<file path="config.mk">
export PLATFORM = sky130hd
export DESIGN_NAME = fixed_mult_pipe
export DESIGN_NICKNAME = d
export VERILOG_FILES = /design/src/rtl/fixed_pkg.sv /design/src/rtl/fixed_sat_round.sv /design/src/rtl/fixed_mult_pipe.sv
export SDC_FILE = /design/constraint.sdc
export NUM_CORES = 1
export LEC_CHECK = 0
export ABC_CLOCK_PERIOD_IN_PS = 8800
export CAP_MARGIN = 10
export CORE_MARGIN = 1.5
export CORE_UTILIZATION = 64
export DETAILED_ROUTE_END_ITERATION = 12
export PLACE_DENSITY = 0.83
export SYNTH_ARGS = -nofsm -noshare
export SYNTH_HDL_FRONTEND = slang
export SYNTH_SLANG_ARGS = --single-unit
</file>
<file path="constraint.sdc">
create_clock -name clk -period 8.8 [get_ports clk]
set_input_delay 1.76 -clock clk [delete_from_list [all_inputs] [get_ports clk]]
set_output_delay 1.76 -clock clk [all_outputs]
set_load 0.01 [all_outputs]
</file>
<file path="src/rtl/fixed_pkg.sv">
// -----------------------------------------------------------------------------
// fixed_pkg
//   Shared definitions for the signed two's-complement fixed-point blocks
//   (multiplier today, adder/MAC later).
//
//   Contents:
//     FIXED_W, FIXED_FRAC : default word width and fractional bits (Q8.12)
//     round_mode_e        : rounding mode of the build, for reporting only
//     ROUND_MODE          : mode selected by the build
//     sat_max(w)          : largest signed value of a w-bit word
//     sat_min(w)          : smallest signed value of a w-bit word
//
//   Configuration macro: FIXED_MULT_ROUND_EN (round half toward +inf when
//   defined, truncate toward -inf otherwise).
// -----------------------------------------------------------------------------
package fixed_pkg;

  localparam int FIXED_W    = 20;
  localparam int FIXED_FRAC = 12;

  typedef enum logic {
    TRUNC         = 1'b0,
    ROUND_HALF_UP = 1'b1
  } round_mode_e;

`ifdef FIXED_MULT_ROUND_EN
  localparam round_mode_e ROUND_MODE = ROUND_HALF_UP;
`else
  localparam round_mode_e ROUND_MODE = TRUNC;
`endif

  // Saturation bounds are returned as 64-bit values so one function serves
  // every width up to 63 bits; callers size-cast to their own width.
  function automatic longint sat_max(input int w);
    return (longint'(1) <<< (w - 1)) - longint'(1);
  endfunction

  function automatic longint sat_min(input int w);
    return -(longint'(1) <<< (w - 1));
  endfunction

endpackage : fixed_pkg

</file>
<file path="src/rtl/fixed_sat_round.sv">
// -----------------------------------------------------------------------------
// fixed_sat_round
//   Combinational scale / round / saturate of a full-width signed product back
//   to a W-bit Q(W-FRAC).FRAC word.
//
//   Parameters:
//     W    : result width in bits (signed)
//     FRAC : fractional bits of the operands and of the result
//
//   Ports:
//     prod   in  2W  signed product of two Q(W-FRAC).FRAC operands
//     result out W   scaled, optionally rounded, saturated value
//     ovf    out 1   result was clamped to the MAX or MIN bound
//
//   Configuration macro: FIXED_MULT_ROUND_EN adds 2^(FRAC-1) before the shift
//   (round half toward +inf); without it the shift truncates toward -inf.
// -----------------------------------------------------------------------------
module fixed_sat_round
  import fixed_pkg::*;
#(
  parameter int W    = FIXED_W,
  parameter int FRAC = FIXED_FRAC
) (
  input  logic signed [2*W-1:0] prod,
  output logic        [W-1:0]   result,
  output logic                  ovf
);

  // One guard bit above the product keeps the rounding addition from
  // wrapping, so the bound comparisons below always see the true value.
  localparam int XW = 2 * W + 1;

  localparam logic signed [XW-1:0] MAX_X = XW'(sat_max(W));
  localparam logic signed [XW-1:0] MIN_X = XW'(sat_min(W));

  logic signed [XW-1:0] ext;
  logic signed [XW-1:0] biased;
  logic signed [XW-1:0] scaled;

  assign ext = XW'(prod);

`ifdef FIXED_MULT_ROUND_EN
  localparam logic signed [XW-1:0] HALF_LSB = XW'(1) <<< (FRAC - 1);
  assign biased = ext + HALF_LSB;
`else
  assign biased = ext;
`endif

  // Arithmetic shift: discarded fraction bits floor toward -inf.
  assign scaled = biased >>> FRAC;

  always_comb begin
    // NOTE: every output gets a default before the branches so that no path
    // leaves it unassigned; otherwise synthesis infers a latch.
    result = scaled[W-1:0];
    ovf    = 1'b0;
    if (scaled > MAX_X) begin
      result = MAX_X[W-1:0];
      ovf    = 1'b1;
    end else if (scaled < MIN_X) begin
      result = MIN_X[W-1:0];
      ovf    = 1'b1;
    end
  end

endmodule : fixed_sat_round

</file>
<file path="src/rtl/fixed_mult_pipe.sv">
// -----------------------------------------------------------------------------
// fixed_mult_pipe
//   Three-stage pipelined signed fixed-point multiplier with a valid/ready
//   stream interface, saturation and overflow reporting.
//
//     S1: operand registers
//     S2: full 2W-bit signed product
//     S3: scale / round / saturate, registered result and ovf
//
//   The whole pipeline advances together (advance = !out_valid | out_ready);
//   bubbles are carried, not squeezed out. Latency is 3 cycles from the
//   accept edge to out_valid, throughput one result per cycle.
//
//   Parameters:
//     W    : operand/result width in bits (signed), W >= 4
//     FRAC : fractional bits, 1 <= FRAC <= W-2
//
//   Ports:
//     clk        in  1  rising-edge clock
//     rst_n      in  1  asynchronous active-low reset
//     in_valid   in  1  operand pair a/b valid
//     in_ready   out 1  operands accepted this cycle when in_valid is high
//     a          in  W  multiplicand, signed Q(W-FRAC).FRAC
//     b          in  W  multiplier, signed Q(W-FRAC).FRAC
//     out_valid  out 1  result valid
//     out_ready  in  1  downstream accepts result
//     result     out W  saturated product, signed Q(W-FRAC).FRAC
//     ovf        out 1  result was saturated (qualified by out_valid)
//     ovf_sticky out 1  OR of every ovf transferred out since last clear
//     ovf_clr    in  1  synchronous clear of ovf_sticky (a set wins)
//
//   Configuration macro: FIXED_MULT_ROUND_EN selects round half toward +inf
//   instead of truncation; latency is unchanged.
// -----------------------------------------------------------------------------
module fixed_mult_pipe
  import fixed_pkg::*;
#(
  parameter int W    = FIXED_W,
  parameter int FRAC = FIXED_FRAC
) (
  input  logic         clk,
  input  logic         rst_n,
  input  logic         in_valid,
  output logic         in_ready,
  input  logic [W-1:0] a,
  input  logic [W-1:0] b,
  output logic         out_valid,
  input  logic         out_ready,
  output logic [W-1:0] result,
  output logic         ovf,
  output logic         ovf_sticky,
  input  logic         ovf_clr
);

  logic advance;
  logic xfer_in;
  logic xfer_out;

  logic                  s1_valid;
  logic signed [W-1:0]   a_q;
  logic signed [W-1:0]   b_q;

  logic                  s2_valid;
  logic signed [2*W-1:0] prod_d;
  logic signed [2*W-1:0] prod_q;

  logic [W-1:0]          sat_result;
  logic                  sat_ovf;

  // A full output register that is not being drained freezes every stage.
  assign advance  = !out_valid || out_ready;
  assign in_ready = advance;
  assign xfer_in  = in_valid && in_ready;
  assign xfer_out = out_valid && out_ready;

  // ---------------------------------------------------------------------------
  // Valid bits and architecturally visible outputs: reset to a clean state.
  // ---------------------------------------------------------------------------
  always_ff @(posedge clk or negedge rst_n) begin
    if (!rst_n) begin
      // NOTE: registers use non-blocking assignments so every stage samples
      // the pre-edge value of the stage before it.
      s1_valid  <= 1'b0;
      s2_valid  <= 1'b0;
      out_valid <= 1'b0;
      result    <= '0;
      ovf       <= 1'b0;
    end else if (advance) begin
      s1_valid  <= in_valid;
      s2_valid  <= s1_valid;
      out_valid <= s2_valid;
      if (s2_valid) begin
        result <= sat_result;
        ovf    <= sat_ovf;
      end
    end
  end

  // ---------------------------------------------------------------------------
  // Internal datapath registers.
  // ---------------------------------------------------------------------------
  // NOTE: operand and product registers carry no reset; their contents are
  // only ever observed behind a valid bit that is itself reset.
  always_ff @(posedge clk) begin
    if (xfer_in) begin
      a_q <= a;
      b_q <= b;
    end
    if (advance && s1_valid) begin
      prod_q <= prod_d;
    end
  end

  // Both operands sign-extended to 2W bits: MIN*MIN = 2^(2W-2) still fits.
  assign prod_d = (2 * W)'(a_q) * (2 * W)'(b_q);

  fixed_sat_round #(
    .W    (W),
    .FRAC (FRAC)
  ) u_sat_round (
    .prod   (prod_q),
    .result (sat_result),
    .ovf    (sat_ovf)
  );

  // ---------------------------------------------------------------------------
  // Sticky overflow: only results actually handed downstream count, and a
  // set in the same cycle as a clear takes priority.
  // ---------------------------------------------------------------------------
  always_ff @(posedge clk or negedge rst_n) begin
    if (!rst_n) begin
      ovf_sticky <= 1'b0;
    end else if (xfer_out && ovf) begin
      ovf_sticky <= 1'b1;
    end else if (ovf_clr) begin
      ovf_sticky <= 1'b0;
    end
  end

endmodule : fixed_mult_pipe

</file>
==> impl_metrics.json, run 1 <==
{
  "synthTopCellsByCount": "inv_1, fa_1, and2_1, nand2_1, ha_1",
  "finalCritPeriodShare_pct": 86.00,
  "end_kind": "flop",
  "synth-edff-count": 68,
  "cts.sinks": 93,
  "synth_cell_types": 51,
  "rows": 61,
  "fillerInstances": 2073,
  "worst_slew_pin_slew_ps": 1038,
  "arrival_ps": 7660,
  "first_pass_iters": 5,
  "seq_area_frac_synth_pct": 14.91,
  "critical_path_class": "flop to flop",
  "post-route-util_pct": 69.18,
  "syn_nets": 2347,
  "cts.path.max_buffers": 2,
  "post_cts.resized_instances": 0,
  "globalRouteTotalUtil_pct": 30.11,
  "num_io_pins": 69,
  "ys_top_cells_by_area": "fa_1, edfxtp_1, inv_1, and2_1, ha_1",
  "drive_above_1_share_pct": 2.182,
  "start_kind": "flop",
  "relSlewSlack_pct": 30.77,
  "vias": 11940,
  "final_max_slew_viol_count": 0,
  "ys_ff_latch": 93,
  "postRouteWirelength_um": 39250,
  "syn_inst": 1779,
  "numCtsBuffers": 9,
  "worstHoldPathType": "flop to flop",
  "grt_max_degree": 42,
  "syn_avg_cell_area_um2": 10.06,
  "regArea_um2": 2668,
  "yosysMostFrequentCell": "inv_1",
  "drtAntennaViolNets": 0,
  "finalNetCount": 2350,
  "min_period_ps": 7568,
  "maxCapViolCount": 0,
  "grt_pass1_vias": 13780,
  "die_w_um": 170.2,
  "htree_levels": 3,
  "portBuffers": 68,
  "post-place-ws_ps": 1273,
  "hpwl_um": 31500,
  "clk_pin_slew_ps": 70,
  "area_delta_synth_final_pct": 6.817,
  "overflow": 0,
  "grt_pass1_wl_um": 66170,
  "fin_setup_tns_ps": 0,
  "initial_utilization_pct": 64.77,
  "synth_top_area_share_pct": 46.87,
  "routedWlPerCell_um": 18.12,
  "drc": 0,
  "post-cts-setup-buffers": 0,
  "setup_slack_ps": 1232,
  "synth.largest_area_cell": "fa_1",
  "skew_ps": 13.79,
  "multi_input_area_um2": 13310,
  "crit_required_ps": 8890,
  "core_area_um2": 27630,
  "cts_tree": "done",
  "synth.cell_area_um2": 17890,
  "drt_iter0_markers": 669,
  "finalHoldViolations": 0,
  "cts_root_buf": "clkbuf_16",
  "hold_buffers": 0,
  "clk-insertion-delay-late_ps": 370,
  "path_max_fanout": 20,
  "yosysWarnings": 0,
  "grt_setup_unrepaired": "no",
  "die_area_um2": 28970,
  "synthFlopType": "edfxtp_1",
  "grt_antenna_before_repair": 0,
  "status": "finished clean",
  "via_per_inst": 5.511,
  "synthArstFlopShare_pct": 26.88,
  "die_h_um": 170.2,
  "max_freq_mhz": 132.1,
  "place_congestion": 0.9063,
  "setup_viol_count_final": 0
}
placed cells by master, fill, tap and decap left out, drive strengths merged, types with 4 or more instances in the layout:
cell	count
xnor2	25
nand4	6
nor2	27
a21o	6
ha	104
nand2b	11
inv	431
a21oi	31
buf	9
and2	221
clkdlybuf4s50	68
clkbuf	9
o21ai	55
fa	419
xor2	12
dfrtp	25
edfxtp	68
nand2	201
nand3	7
a211oi	5
and3	4
nor3	4
worst paths after layout:
path                       startpoint  depth (start not counted)  slack [ps]         end
setup / recovery              a_q[19]                         19        1230  prod_q[39]
hold / removal              result[3]                          2         480   result[3]
setup reg to reg              a_q[19]                         19        1230  prod_q[39]
hold reg to reg             result[3]                          2         480   result[3]
max in group asynchronous       rst_n                          2        6740  result[15]
min in group asynchronous       rst_n                          1        1650   result[0]
final cells by class:
type                    count  area share, %
well taps                 378          2.474
clock inverters             7         0.3338
multi-input cells        1175          69.62
clock buffers               9          1.178
flip-flops and latches     93          13.96
inverters                 426          8.365
diodes                      1        0.01309
repair buffers             77          4.058
per-stage QoR:
stage                     area [µm²]  hold WS (ps)  cells
after floorplan                17890         452.8   1779
after global placement         18770         462.0   2146
after detailed placement       18770         469.8   2146
after CTS                      19060         486.7   2162
after global routing           19110         505.3   2165
final                          19110         481.4   2166
cells by family (layout without fill, tap and decap cells):
logic type | after synthesis | count (layout) | synth area share, %
flops | 93 | 93 | 14.91
xor+xnor | 37 | 37 | 1.811
buf+inv | 511 | 519 | 10.73
fa+ha+maj | 523 | 523 | 54.15
compound gates | 119 | 119 | 4.174
simple gates | 493 | 493 | 14.04
mux | 3 | 3 | 0.1888
other cells | 0 | 1 | 0
metal layers:
metal	wire (µm)	GRT usage (%)
met5	0	0
met4	2444	17.93
met3	2138	3.442
met2	20680	54.81
met1	13990	34.20
flip-flops by register name (all words and copies together) (netlist names):
| name | cells |
|---|---|
| s2_valid | 1 |
| a_q | 20 |
| out_valid | 1 |
| prod_q | 28 |
| result | 20 |
| ovf | 1 |
| b_q | 20 |
| s1_valid | 1 |
| ovf_sticky | 1 |
worst max-delay path, stage by stage (launching register included):
cell	delay [ps]
edfxtp_1	790
nand2_1	280
fa_1	700
fa_1	500
fa_1	570
inv_1	370
fa_1	520
fa_1	550
inv_1	50
fa_1	470
fa_1	540
inv_1	60
ha_1	340
or2_2	290
a21oi_1	170
a21oi_1	100
nor3b_1	260
o41ai_2	150
a2111oi_0	450
nor4bb_1	120
Power of run 1 is not shown: default switching activity piles up to over one toggle a cycle in this logic, so the estimate is an artifact.
==> run 2: changes to the inputs <==
CAP_MARGIN = 20   (was 10)
CORE_UTILIZATION = 50   (was 64)
PLACE_DENSITY = 0.67   (was 0.83)
==> impl_metrics.json, run 2 (same netlist as run 1, synthesis figures left out) <==
{
  "routedWlPerCell_um": 17.36,
  "grt_setup_unrepaired": "no",
  "maxCapViolCount": 0,
  "drc": 0,
  "reg2reg_to": "prod_q[39]",
  "grt_antenna_before_repair": 0,
  "place_inst": 2231,
  "path_max_fanout": 20,
  "grt_max_degree": 42,
  "cts_root_buf": "clkbuf_16",
  "cts.path.max_buffers": 2,
  "start_kind": "flop",
  "postRouteWirelength_um": 39030,
  "grt_pass1_wl_um": 66250,
  "post-cts-setup-buffers": 0,
  "setup_slack_ps": 1312,
  "fin_setup_tns_ps": 0,
  "post-place-ws_ps": 1380,
  "drive_above_1_share_pct": 2.182,
  "critical_path_class": "flop to flop",
  "hpwl_um": 32280,
  "skew_ps": 10.89,
  "r2r_start": "b_q[5]",
  "post_cts.resized_instances": 0,
  "cp_top_family": "adder cells",
  "grt_pass1_vias": 13000,
  "die_h_um": 192.2,
  "end_kind": "flop",
  "globalRouteTotalUtil_pct": 23.69,
  "die_w_um": 192.2,
  "setup_viol_count_final": 0,
  "overflow": 0,
  "fillerInstances": 3133,
  "via_per_inst": 5.142,
  "min_period_ps": 7488,
  "area_delta_synth_final_pct": 7.328,
  "initial_utilization_pct": 50.55,
  "max_freq_mhz": 133.5,
  "cp-startpoint": "b_q[5]",
  "core_area_um2": 35400,
  "crit_buf_inv": 5,
  "reg2reg_depth": 22,
  "fin_cells": 2248,
  "vias": 11560,
  "num_io_pins": 69,
  "arrival_ps": 7590,
  "rows": 69,
  "portBuffers": 68,
  "slowest_delay_ps": 810,
  "crit_path_end": "prod_q[39]",
  "cts.sinks": 93,
  "hold_buffers": 0,
  "worst_slew_pin_slew_ps": 1085,
  "relSlewSlack_pct": 27.68,
  "clk_pin_slew_ps": 70,
  "htree_levels": 3,
  "place_congestion": 0.8440,
  "critPathSlowestCell": "edfxtp_1",
  "finalCritPeriodShare_pct": 85.09,
  "worst-path-stages": 22,
  "final_max_slew_viol_count": 0,
  "die_area_um2": 36930,
  "worstHoldPathType": "flop to flop",
  "drt_iter0_markers": 459,
  "finalHoldViolations": 0,
  "crit_required_ps": 8900,
  "mostFrequentLayoutCell": "inv_1",
  "largest_reg_flops": 28,
  "drtAntennaViolNets": 0,
  "first_pass_iters": 5,
  "antennaDiodeCount": 0,
  "finalNetCount": 2350,
  "cts_tree": "done",
  "numCtsBuffers": 9,
  "r2r_slack_ps": 1310,
  "mostFrequentLayoutCells": "inv_1, fa_1, and2_1, nand2_1, ha_1",
  "status": "finished clean",
  "holdWs_ps": 479.7,
  "path_cells": "nand2_1 > fa_1 > inv_1 > fa_1 > inv_1 > fa_1 > inv_1 > fa_1 > fa_1 > fa_1 > inv_1 > fa_1 > inv_1 > ha_1 > a21oi_1 > o21ai_0 > a21oi_1 > a21oi_1 > nor3b_1 > o41ai_2 > a2111oi_0 > nor4bb_1",
  "clk-insertion-delay-late_ps": 370,
  "cpMostUsedCell": "fa_1",
  "regMostFlops": "prod_q"
}
run 2: cell types whose count changed in the layout (fill, tap and decap cells not counted):
cell | previous run | this run
inv_6 | 2 | 4
inv_8 | 2 | 0
buf_16 | 1 | 0
buf_4 | 7 | 8
clkbuf_16 | 9 | 10
clkinv_2 | 0 | 1
clkinv_4 | 2 | 1
diode_2 | 1 | 0
inv_4 | 1 | 0
run 2: worst min-delay path, cell delays in order, from the launching register on:
cell     delay (ps)
dfrtp_1         340
nand2_1          40
o21ai_0          60
run 2: area by class of cell:
cell class / instances / area, µm² / share of cell area (%)
multi-input cells: 1175 / 13310 / 69.29
flip-flops and latches: 93 / 2668 / 13.89
inverters: 426 / 1599 / 8.326
repair buffers: 77 / 755.7 / 3.935
well taps: 461 / 576.8 / 3.003
clock buffers: 10 / 250.2 / 1.303
clock inverters: 6 / 48.80 / 0.2541
run 2: layer usage:
layer	vias to the layer above	part of all wire, %	routed length, µm	track usage, %
met1	5977	39	15210	28.06
li1	5225	-	-	-
met2	278	53	20560	42.85
met5	-	0	0	0
met4	0	4.7	1820	10.76
met3	79	3.7	1442	2.960
run 2: worst min-delay path by stage:
stage / startpoint / end / slack, ps / cells past startpoint
final: result[4] / result[4] / 480 / 2
after global routing: result[0] / result[0] / 520 / 2
after CTS: result[4] / result[4] / 490 / 2
after detailed placement: result[9] / result[9] / 470 / 2
after global placement: s2_valid / out_valid / 460 / 1
after floorplan: s2_valid / out_valid / 450 / 1
run 2: per-stage QoR:
| stage | utilization (%) | instance area, µm² |
|---|---|---|
| after global placement | 53.35 | 18880 |
| after detailed placement | 53.37 | 18890 |
| after CTS | 54.22 | 19190 |
| after global routing | 54.26 | 19210 |
| after floorplan | - | 17890 |
| final | 54.26 | 19210 |
Power of run 2 is left out for the same reason.
==> run 3: changes to the inputs <==
SYNTH_HIERARCHICAL = 1   (was not set)
==> impl_metrics.json, run 3 <==
{
  "finalHoldViolations": 0,
  "end_kind": "flop",
  "rows": 70,
  "cp-startpoint": "a_q[19]",
  "drtAntennaViolNets": 0,
  "clk-insertion-delay-late_ps": 370,
  "post_cts.resized_instances": 0,
  "grt_antenna_before_repair": 0,
  "maxCapViolCount": 0,
  "arrival_ps": 7710,
  "drt_iter0_markers": 486,
  "path_max_fanout": 20,
  "mostFrequentLayoutCell": "inv_1",
  "syn_nets": 2419,
  "r2r_slack_ps": 1200,
  "grt_pass1_vias": 14070,
  "cts.path.max_buffers": 2,
  "overflow": 0,
  "status": "finished clean",
  "hpwl_um": 33620,
  "fin_setup_tns_ps": 0,
  "die_w_um": 195.4,
  "yosysWarnings": 6,
  "syn_avg_cell_area_um2": 10.02,
  "drc": 0,
  "reg2reg_to": "prod_q[39]",
  "slowest_delay_ps": 780,
  "regArea_um2": 2668,
  "relSlewSlack_pct": 35.56,
  "postRouteWirelength_um": 40850,
  "numCtsBuffers": 9,
  "die_h_um": 195.4,
  "worstHoldPathType": "flop to flop",
  "clk_pin_slew_ps": 70,
  "grt_setup_unrepaired": "no",
  "crit_required_ps": 8910,
  "post-cts-setup-buffers": 0,
  "crit_path_end": "prod_q[39]",
  "finalCritPeriodShare_pct": 86.33,
  "cts_tree": "done",
  "cts_root_buf": "clkbuf_16",
  "cpMostUsedCell": "fa_1",
  "critPathSlowestCell": "fa_1",
  "r2r_start": "a_q[19]",
  "initial_utilization_pct": 50.69,
  "core_area_um2": 36520,
  "first_pass_iters": 5,
  "num_io_pins": 69,
  "fin_cells": 2313,
  "worst_slew_pin_slew_ps": 966.6,
  "die_area_um2": 38190,
  "hold_buffers": 0,
  "fillerInstances": 3269,
  "htree_levels": 3,
  "globalRouteTotalUtil_pct": 23.68,
  "via_per_inst": 5.294,
  "routedWlPerCell_um": 17.66,
  "max_freq_mhz": 131.6,
  "drive_above_1_share_pct": 3.198,
  "skew_ps": 9.001,
  "multi_input_area_um2": 13790,
  "area_delta_synth_final_pct": 6.758,
  "min_period_ps": 7597,
  "vias": 12250,
  "place_inst": 2297,
  "crit_buf_inv": 3,
  "reg2reg_depth": 20,
  "worst-path-stages": 20,
  "start_kind": "flop",
  "cts.sinks": 93,
  "grt_pass1_wl_um": 70380,
  "largest_reg_flops": 28,
  "path_cells": "nand2_1 > fa_1 > inv_1 > fa_1 > inv_1 > fa_1 > fa_1 > fa_1 > fa_1 > inv_1 > fa_1 > ha_1 > and4_1 > nand2_1 > or3_1 > a21o_1 > or3_1 > a21o_1 > nand2_1 > o211ai_1",
  "portBuffers": 68,
  "finalNetCount": 2412,
  "synth.cell_area_um2": 18510,
  "final_max_slew_viol_count": 0,
  "mostFrequentLayoutCells": "inv_1, fa_1, and2_1, nand2_1, ha_1",
  "cp_top_family": "adder cells",
  "critical_path_class": "flop to flop",
  "regMostFlops": "prod_q",
  "place_congestion": 0.8827,
  "antennaDiodeCount": 0,
  "setup_viol_count_final": 0,
  "grt_max_degree": 41,
  "syn_inst": 1847
}
==> run 3: cell type report <==
type	count	share of cell area (%)
Clock buffer	9	1.139
Multi-Input combinational cell	1214	69.79
Sequential cell	93	13.50
Inverter	445	8.451
Timing Repair Buffer	77	3.786
Clock inverter	7	0.3735
Tap cell	468	2.963
==> run 3: worst min-delay path by stage <==
stage | from | to | slack (ps) | cells after the start
after floorplan | s2_valid | out_valid | 450 | 1
after global placement | s2_valid | out_valid | 460 | 1
after detailed placement | s2_valid | out_valid | 470 | 1
after CTS | s2_valid | out_valid | 490 | 1
after global routing | s2_valid | out_valid | 520 | 1
final | s2_valid | out_valid | 490 | 1
==> run 3: metrics by stage <==
step,hold WS [ps],cell area (µm²),worst slack (ps),util [%]
2_1_floorplan,452.8,18510,1993,-
3_5_place_dp,475.0,19470,1195,53.30
5_1_grt,520.6,19770,747.4,54.12
6_report,490.3,19770,1203,54.12
4_1_cts,492.0,19770,1166,54.12
3_3_place_gp,463.2,19470,1475,53.30
==> run 3: layer usage <==
metal / track usage [%] / vias up / routed length [µm] / part of all wire [%]
met5: 0 / - / 0 / 0
li1: - / 5441 / - / -
met1: 27.43 / 6421 / 15820 / 39
met2: 44.62 / 299 / 22090 / 54
met3: 2.608 / 84 / 1474 / 3.6
met4: 9.302 / 0 / 1469 / 3.6
==> run 3: worst register-to-register path: stages, from the launching register on <==
cell and delay (ps):
edfxtp_1 760, nand2_1 280, fa_1 690, inv_1 130, fa_1 550, inv_1 70, fa_1 780, fa_1 530
fa_1 520, fa_1 490, inv_1 50, fa_1 460, ha_1 450, and4_1 260, nand2_1 100, or3_1 320
a21o_1 180, or3_1 340, a21o_1 200, nand2_1 80, o211ai_1 100
Power of run 3 is left out for the same reason.
